<file path="config.mk">
export PLATFORM = sky130hd
export DESIGN_NAME = ahb_mgr_arbiter
export DESIGN_NICKNAME = d
export VERILOG_FILES = /design/src/rtl/ahb_mgr_arbiter.sv
export SDC_FILE = /design/constraint.sdc
export NUM_CORES = 1
export LEC_CHECK = 0
export ABC_AREA = 1
export CAP_MARGIN = 10
export CORE_AREA = 5 5 128 130
export CTS_BUF_LIST = sky130_fd_sc_hd__clkbuf_8 sky130_fd_sc_hd__clkbuf_16
export DETAILED_ROUTE_END_ITERATION = 8
export DIE_AREA = 0 0 133 135
export DONT_BUFFER_PORTS = 1
export PLACE_DENSITY_LB_ADDON = 0.1
export SLEW_MARGIN = 10
export SYNTH_ARGS = -nofsm -noshare
export SYNTH_HDL_FRONTEND = slang
export SYNTH_SLANG_ARGS = --single-unit
</file>
<file path="constraint.sdc">
create_clock -name HCLK -period 1.8 [get_ports HCLK]
set_input_delay 0.18 -clock HCLK [delete_from_list [all_inputs] [get_ports HCLK]]
set_output_delay 0.18 -clock HCLK [all_outputs]
set_load 0.05 [all_outputs]
</file>
<file path="src/rtl/ahb_mgr_arbiter.sv">
// Two-manager AHB-Lite arbiter: round-robin address-phase grant onto one subordinate
// port, with capture/replay of the losing request and per-manager ready/response.
module ahb_mgr_arbiter #(
    parameter int ADDR_W = 32,
    parameter int DATA_W = 64,
    parameter int STRB_W = 8
) (
    input  logic                   HCLK,
    input  logic                   HRESETn,
    input  logic [1:0][ADDR_W-1:0] MHADDR,
    input  logic [1:0]             MHWRITE,
    input  logic [1:0][2:0]        MHSIZE,
    input  logic [1:0][1:0]        MHTRANS,
    input  logic [1:0][DATA_W-1:0] MHWDATA,
    input  logic [1:0][STRB_W-1:0] MHWSTRB,
    output logic [1:0]             MHREADY,
    output logic [1:0]             MHRESP,
    output logic [ADDR_W-1:0]      HADDR,
    output logic                   HWRITE,
    output logic [2:0]             HSIZE,
    output logic [1:0]             HTRANS,
    output logic [DATA_W-1:0]      HWDATA,
    output logic [STRB_W-1:0]      HWSTRB,
    input  logic                   HREADY,
    input  logic                   HRESP,
    output logic [1:0]             Grant
);

    localparam logic [1:0] TRANS_IDLE   = 2'b00;
    localparam logic [1:0] TRANS_NONSEQ = 2'b10;

    logic [1:0]             pend_q, pend_d;
    logic [1:0]             out_q, out_d;
    logic [1:0]             own_q, own_d;
    logic                   last_q, last_d;
    logic [1:0][ADDR_W-1:0] addr_hold_q, addr_hold_d;
    logic [1:0]             write_hold_q, write_hold_d;
    logic [1:0][2:0]        size_hold_q, size_hold_d;

    logic [1:0] live;
    logic [1:0] req;
    logic [1:0] grant;
    logic       unused_trans_lsb;

    // SEQ collapses to NONSEQ and BUSY to IDLE, so only bit 1 of HTRANS matters.
    assign unused_trans_lsb = MHTRANS[0][0] ^ MHTRANS[1][0];

    // Live is gated by reset so an asserted reset forces IDLE and no grant at once.
    always_comb begin
        for (int i = 0; i < 2; i++) begin
            MHREADY[i] = ~out_q[i] | (own_q[i] & HREADY);
            live[i]    = HRESETn & MHREADY[i] & MHTRANS[i][1];
        end
        req    = live | pend_q;
        MHRESP = {2{HRESP}} & own_q;
    end

    always_comb begin
        grant = 2'b00;
        if (HREADY) begin
            case (req)
                2'b01:   grant = 2'b01;
                2'b10:   grant = 2'b10;
                2'b11:   grant = last_q ? 2'b01 : 2'b10;
                default: grant = 2'b00;
            endcase
        end
        Grant = grant;
    end

    always_comb begin
        HADDR  = '0;
        HWRITE = 1'b0;
        HSIZE  = 3'b000;
        HTRANS = TRANS_IDLE;
        for (int i = 0; i < 2; i++) begin
            if (grant[i]) begin
                HTRANS = TRANS_NONSEQ;
                if (pend_q[i]) begin
                    HADDR  = addr_hold_q[i];
                    HWRITE = write_hold_q[i];
                    HSIZE  = size_hold_q[i];
                end else begin
                    HADDR  = MHADDR[i];
                    HWRITE = MHWRITE[i];
                    HSIZE  = MHSIZE[i];
                end
            end
        end
    end

    always_comb begin
        HWDATA = '0;
        HWSTRB = '0;
        if (own_q[0]) begin
            HWDATA = MHWDATA[0];
            HWSTRB = MHWSTRB[0];
        end else if (own_q[1]) begin
            HWDATA = MHWDATA[1];
            HWSTRB = MHWSTRB[1];
        end
    end

    always_comb begin
        pend_d       = pend_q;
        out_d        = out_q;
        addr_hold_d  = addr_hold_q;
        write_hold_d = write_hold_q;
        size_hold_d  = size_hold_q;
        own_d        = HREADY ? grant : own_q;
        last_d       = (grant != 2'b00) ? grant[1] : last_q;
        for (int i = 0; i < 2; i++) begin
            if (live[i] && !grant[i]) begin
                pend_d[i]       = 1'b1;
                addr_hold_d[i]  = MHADDR[i];
                write_hold_d[i] = MHWRITE[i];
                size_hold_d[i]  = MHSIZE[i];
            end else if (grant[i]) begin
                pend_d[i] = 1'b0;
            end
            // A new live request in the completing cycle keeps the transfer outstanding.
            if (live[i]) begin
                out_d[i] = 1'b1;
            end else if (own_q[i] && HREADY) begin
                out_d[i] = 1'b0;
            end
        end
    end

    always_ff @(posedge HCLK or negedge HRESETn) begin
        if (!HRESETn) begin
            pend_q       <= 2'b00;
            out_q        <= 2'b00;
            own_q        <= 2'b00;
            last_q       <= 1'b1;
            addr_hold_q  <= '0;
            write_hold_q <= 2'b00;
            size_hold_q  <= '0;
        end else begin
            pend_q       <= pend_d;
            out_q        <= out_d;
            own_q        <= own_d;
            last_q       <= last_d;
            addr_hold_q  <= addr_hold_d;
            write_hold_q <= write_hold_d;
            size_hold_q  <= size_hold_d;
        end
    end

endmodule

</file>
# Yosys cells after proc, flatten, opt, wreduce, memory -nomap -nowiden
# Cells that the tools add are included.
# op_classes
n_eq_ne	3
mux	29
bitwise	12
reduce_logical	11
# ops
op	count
32-bit two-way mux	4
64-bit two-way mux	2
8-bit two-way mux	2
1-bit two-way mux	12
3-bit two-way mux	4
2-bit nonzero test	5
2-bit two-way mux	4
1-bit AND	6
2-bit case mux with 3 select lines	1
2-bit == test, second input constant	2
1-bit logical AND	4
2-bit AND	1
2-bit by 1-bit == test with 1-bit output, second input constant	1
1-bit zero test	2
1-bit inverter	2
1-bit bitwise OR	2
2-bit bitwise OR	1
# word_totals
ff_bits	79
inputBits	224
out_inout_bits	116
word_cells	67

# Logic depth before layout (Yosys ltp)
# depth
depth_word	11
mapped_depth	11
ltp_nobuf	9

# Least setup slack after synthesis
# OpenSTA, ideal clock, no wires.
# synth_path
path_kind	register to output
from	reg own_q[0]
to	out HADDR[23]
arrival_ns	1.875
required_ns	1.620
setup_slack_ns	-0.255
path_stages_with_launch	10
path_buffers	1
path_cell_list	dfrtp_1 nand2_1 nand2_2 nand2_2 a21oi_2 nand2_2 inv_2 buf_2 nand2_1 nand2_1
# synth_via
elab_chain_cells	10
elab_cells_between_ends	12
classes_between	eq/ne (3); mux (4); bitwise (5)
# synth_rtl
item	line	text
start, declared	34	logic [1:0] own_q, own_d;
start signal, assigned	142	own_q <= own_d;
1-bit AND *	51	MHREADY[i] = ~out_q[i] | (own_q[i] & HREADY);
1-bit bitwise OR *	51	
named net MHREADY[0]	16	output logic [1:0] MHREADY,
1-bit AND * (2 in a row)	52	live[i] = HRESETn & MHREADY[i] & MHTRANS[i][1];
2-bit bitwise OR *	54	req = live | pend_q;
2-bit == test / 2-bit by 1-bit == test with 1-bit output (equally long branches)	61	case (req)
2-bit case mux with 3 select lines *	61	
2-bit two-way mux *	60	if (HREADY) begin
named net Grant[0]	26	output logic [1:0] Grant
32-bit two-way mux * (2 in a row)	77	if (grant[i]) begin
end, declared	18	output logic [ADDR_W-1:0] HADDR,
# Mark *: on every way through the listed nets, which the timed path passes. The rest lies on a longest branch.

# Worst setup path after layout
# layout_path
from	reg own_q[0]
to	out HADDR[14]
# layout_via
elab_chain_cells	10
elab_cells_between_ends	12
classes_between	eq/ne (3); mux (4); bitwise (5)
# layout_rtl
item	line
1-bit AND *	51
1-bit bitwise OR *	51
1-bit AND * (2 in a row)	52
2-bit bitwise OR *	54
2-bit == test / 2-bit by 1-bit == test with 1-bit output (equally long branches)	61
2-bit case mux with 3 select lines *	61
2-bit two-way mux *	60
32-bit two-way mux	77
32-bit two-way mux *	77
# Every way passes the cells marked *; elsewhere a longest branch is shown, timed or not.

==> impl_metrics.env <==
export IMPL_outcome="finished with violations"
export IMPL_failed_checks="negative hold slack, negative setup slack"
export IMPL_fin_setup_tns_ps=-12020
export IMPL_fill_cells=1102
export IMPL_clkLatencyLatePin_ps=340
export IMPL_place_inst=1181
export IMPL_cp_end_kind="primary output"
export IMPL_layout_setup_ws_ps=-226
export IMPL_ys_top_cells_by_count="nand2_1 (627), nand3_1 (144), dfrtp_1 (78)"
export IMPL_place_gp_congestion=0.888
export IMPL_path_class="flop to primary output"
export IMPL_finalHoldViolCount=79
export IMPL_hold_buffers=75
export IMPL_dp_hpwl_um=18100
export IMPL_worstReg2RegStart="own_q[0]"
export IMPL_vias_per_cell=5.52
export IMPL_power_density_mw_per_mm2=2110
export IMPL_syn_inst=946
export IMPL_drcViolationCount=0
export IMPL_routed_wl_um=29600
export IMPL_seq_area_mm2=0.00198
export IMPL_grt_pass1_wl_um=42300
export IMPL_hp_class="input pin to async pin"
export IMPL_cts_tree="built"
export IMPL_stdcell_count=1325
export IMPL_cp_arrival_ps=1850
export IMPL_yosysMostFrequentCell="nand2_1"
export IMPL_start_util_pct=37.0
export IMPL_start_kind="flop"
export IMPL_first_pass_iters=5
export IMPL_grt_max_degree=82
export IMPL_die_x_um=133
export IMPL_synth_flop_cell="dfrtp_1"
export IMPL_dpl_instance_area_mm2=0.00751
export IMPL_diodes=0
export IMPL_syn_avg_cell_area_um2=5.88
export IMPL_port_buffers=0
export IMPL_first_global_vias=6891
export IMPL_setup_viol=102
export IMPL_finalWorstPathRequiredPeriod_ps=2030
export IMPL_drtIter0Drc=604
export IMPL_cts_reportedPaths_clkPinSlew_ps=70
export IMPL_cts_max_path_buffers=2
export IMPL_antenna_found_initial=1
export IMPL_io_pins=340
export IMPL_via_count=7316
export IMPL_ys_seq_area_share_pct=35.6
export IMPL_post_route_util_pct=72.1
export IMPL_maxSlewViolCount=0
export IMPL_synth_area_mm2=0.00556
export IMPL_r2r_end="addr_hold_q[11]"
export IMPL_finClkSkew_ps=10.2
export IMPL_synth_area_leaders="nand2_1 (42%), dfrtp_1 (35%), nand3_1 (13%), clkbuf_1 (1.7%), buf_2 (1.6%)"
export IMPL_power_leakage_nw=5.41
export IMPL_syn_nets=1170
export IMPL_wl_per_cell_um=22.3
export IMPL_cp_max_fo=7
export IMPL_max_freq_ghz=0.494
export IMPL_preCtsSetupSlack_ps=56.5
export IMPL_cp_data_required_time_ps=1620
export IMPL_syn2layout_area_growth_pct=94.8
export IMPL_rows=45
export IMPL_holdWs_ps=-473
export IMPL_fin_crit_sh_pct=113
export IMPL_cts_max_level=3
export IMPL_synth_edf_count=0
export IMPL_maxCapViolations=0
export IMPL_synth_top_area_cell="nand2_1"
export IMPL_nNetsFinal=1356
export IMPL_finalPower_mw=22.8
export IMPL_final_area_mm2=0.0108
export IMPL_async_flop_share_pct=100
export IMPL_ys_warn_count=0
export IMPL_ant_nets=0
export IMPL_cts_buffers=9
export IMPL_dieHeight_um=135
export IMPL_multi_input_area_mm2=0.00438
export IMPL_ys_ff_latch=79
export IMPL_vdd_drop_max_mv=1.02
export IMPL_rrSetupSlack_ps=130
export IMPL_r2r_cells=9
export IMPL_synth_top_area_share_pct=42.3
export IMPL_cts_root_buf="clkbuf_16"
export IMPL_grt_overflow=0
export IMPL_drive_gt1_share_pct=36.4
export IMPL_clock_sinks=79
export IMPL_grt_usage_pct=30.2
export IMPL_coreArea_mm2=0.0150
export IMPL_rsz0062_at_grt="yes"
export IMPL_synth_distinct_cells=17
export IMPL_dieArea_mm2=0.0180
-- worst max-delay path by stage --
stage / slack [ps] / depth (start not counted) / endpoint / startpoint
global placement: 70 / 6 / HWSTRB[1] / own_q[0]
finish: -230 / 10 / HADDR[14] / own_q[0]
floorplan: 10 / 10 / HADDR[23] / own_q[1]
global route: -310 / 12 / HWRITE / own_q[0]
detailed placement: 60 / 10 / HADDR[15] / own_q[1]
CTS: -230 / 12 / HADDR[16] / own_q[0]
-- sequential cells by signal, indices dropped and copies added, names as in the netlist --
name	cells
out_q	2
pend_q	2
write_hold_q	2
size_hold_q	6
addr_hold_q	64
own_q	2
last_q	1
-- cell usage in the layout, fill, tap and decap left out, drive strengths merged --
cell type / count
a21oi: 4
buf: 155
bufbuf: 4
bufinv: 2
clkbuf: 19
clkinv: 3
clkinvlp: 2
conb: 1
dfrtp: 78
dfstp: 1
dlygate4sd3: 75
inv: 12
nand2: 635
nand3: 144
o21ai: 2
-- worst max-delay path, stage by stage, from the launching register on --
cell      delay, ps
dfrtp_2         420
nand2_2          90
nand2_4          50
nand2_4          90
a21oi_2          70
nand2_2         100
clkinv_4        130
buf_12          160
buf_16          140
nand2_1         120
nand2_4         140
-- power breakdown --
group,internal [mW],switching (mW)
Clock,1.26,0.787
Sequential,2.62,0.435
Combinational,7.35,10.4
-- per-layer routing --
metal	global-route usage, %	vias up	share of wire [%]
met1	37.9	3456	37
met4	7.79	2	3.7
met3	6.86	92	9.1
li1	-	3309	-
met5	0	-	0.044
met2	52.6	457	51
-- cells by family after synthesis --
logic type | Yosys count | synth area share [%]
AO/OA/AOI/OAI | 6 | 0.675
other | 1 | 0.0674
flip-flops | 79 | 35.6
AND/OR/NAND/NOR | 779 | 56.3
buffers and inverters | 81 | 7.42
-- timing repair --
action                                  in CTS  in global routing
hold endpoints to repair                   154                 79
resized for setup                          214                124
pin swaps                                   49                 81
buffers inserted                            21                 12
endpoints found under the setup margin     112                173
gates cloned                                16                  9
-- layout make-up --
| cell class | instances | share of cell area [%] |
|---|---|---|
| Sequential cell | 79 | 18.3 |
| Inverter | 13 | 0.809 |
| Clock inverter | 6 | 0.855 |
| Clock buffer | 10 | 2.21 |
| Multi-Input combinational cell | 786 | 40.4 |
| Tap cell | 188 | 2.17 |
| Timing Repair Buffer | 243 | 35.2 |
Note: power is estimated with default switching activity, not from simulation.
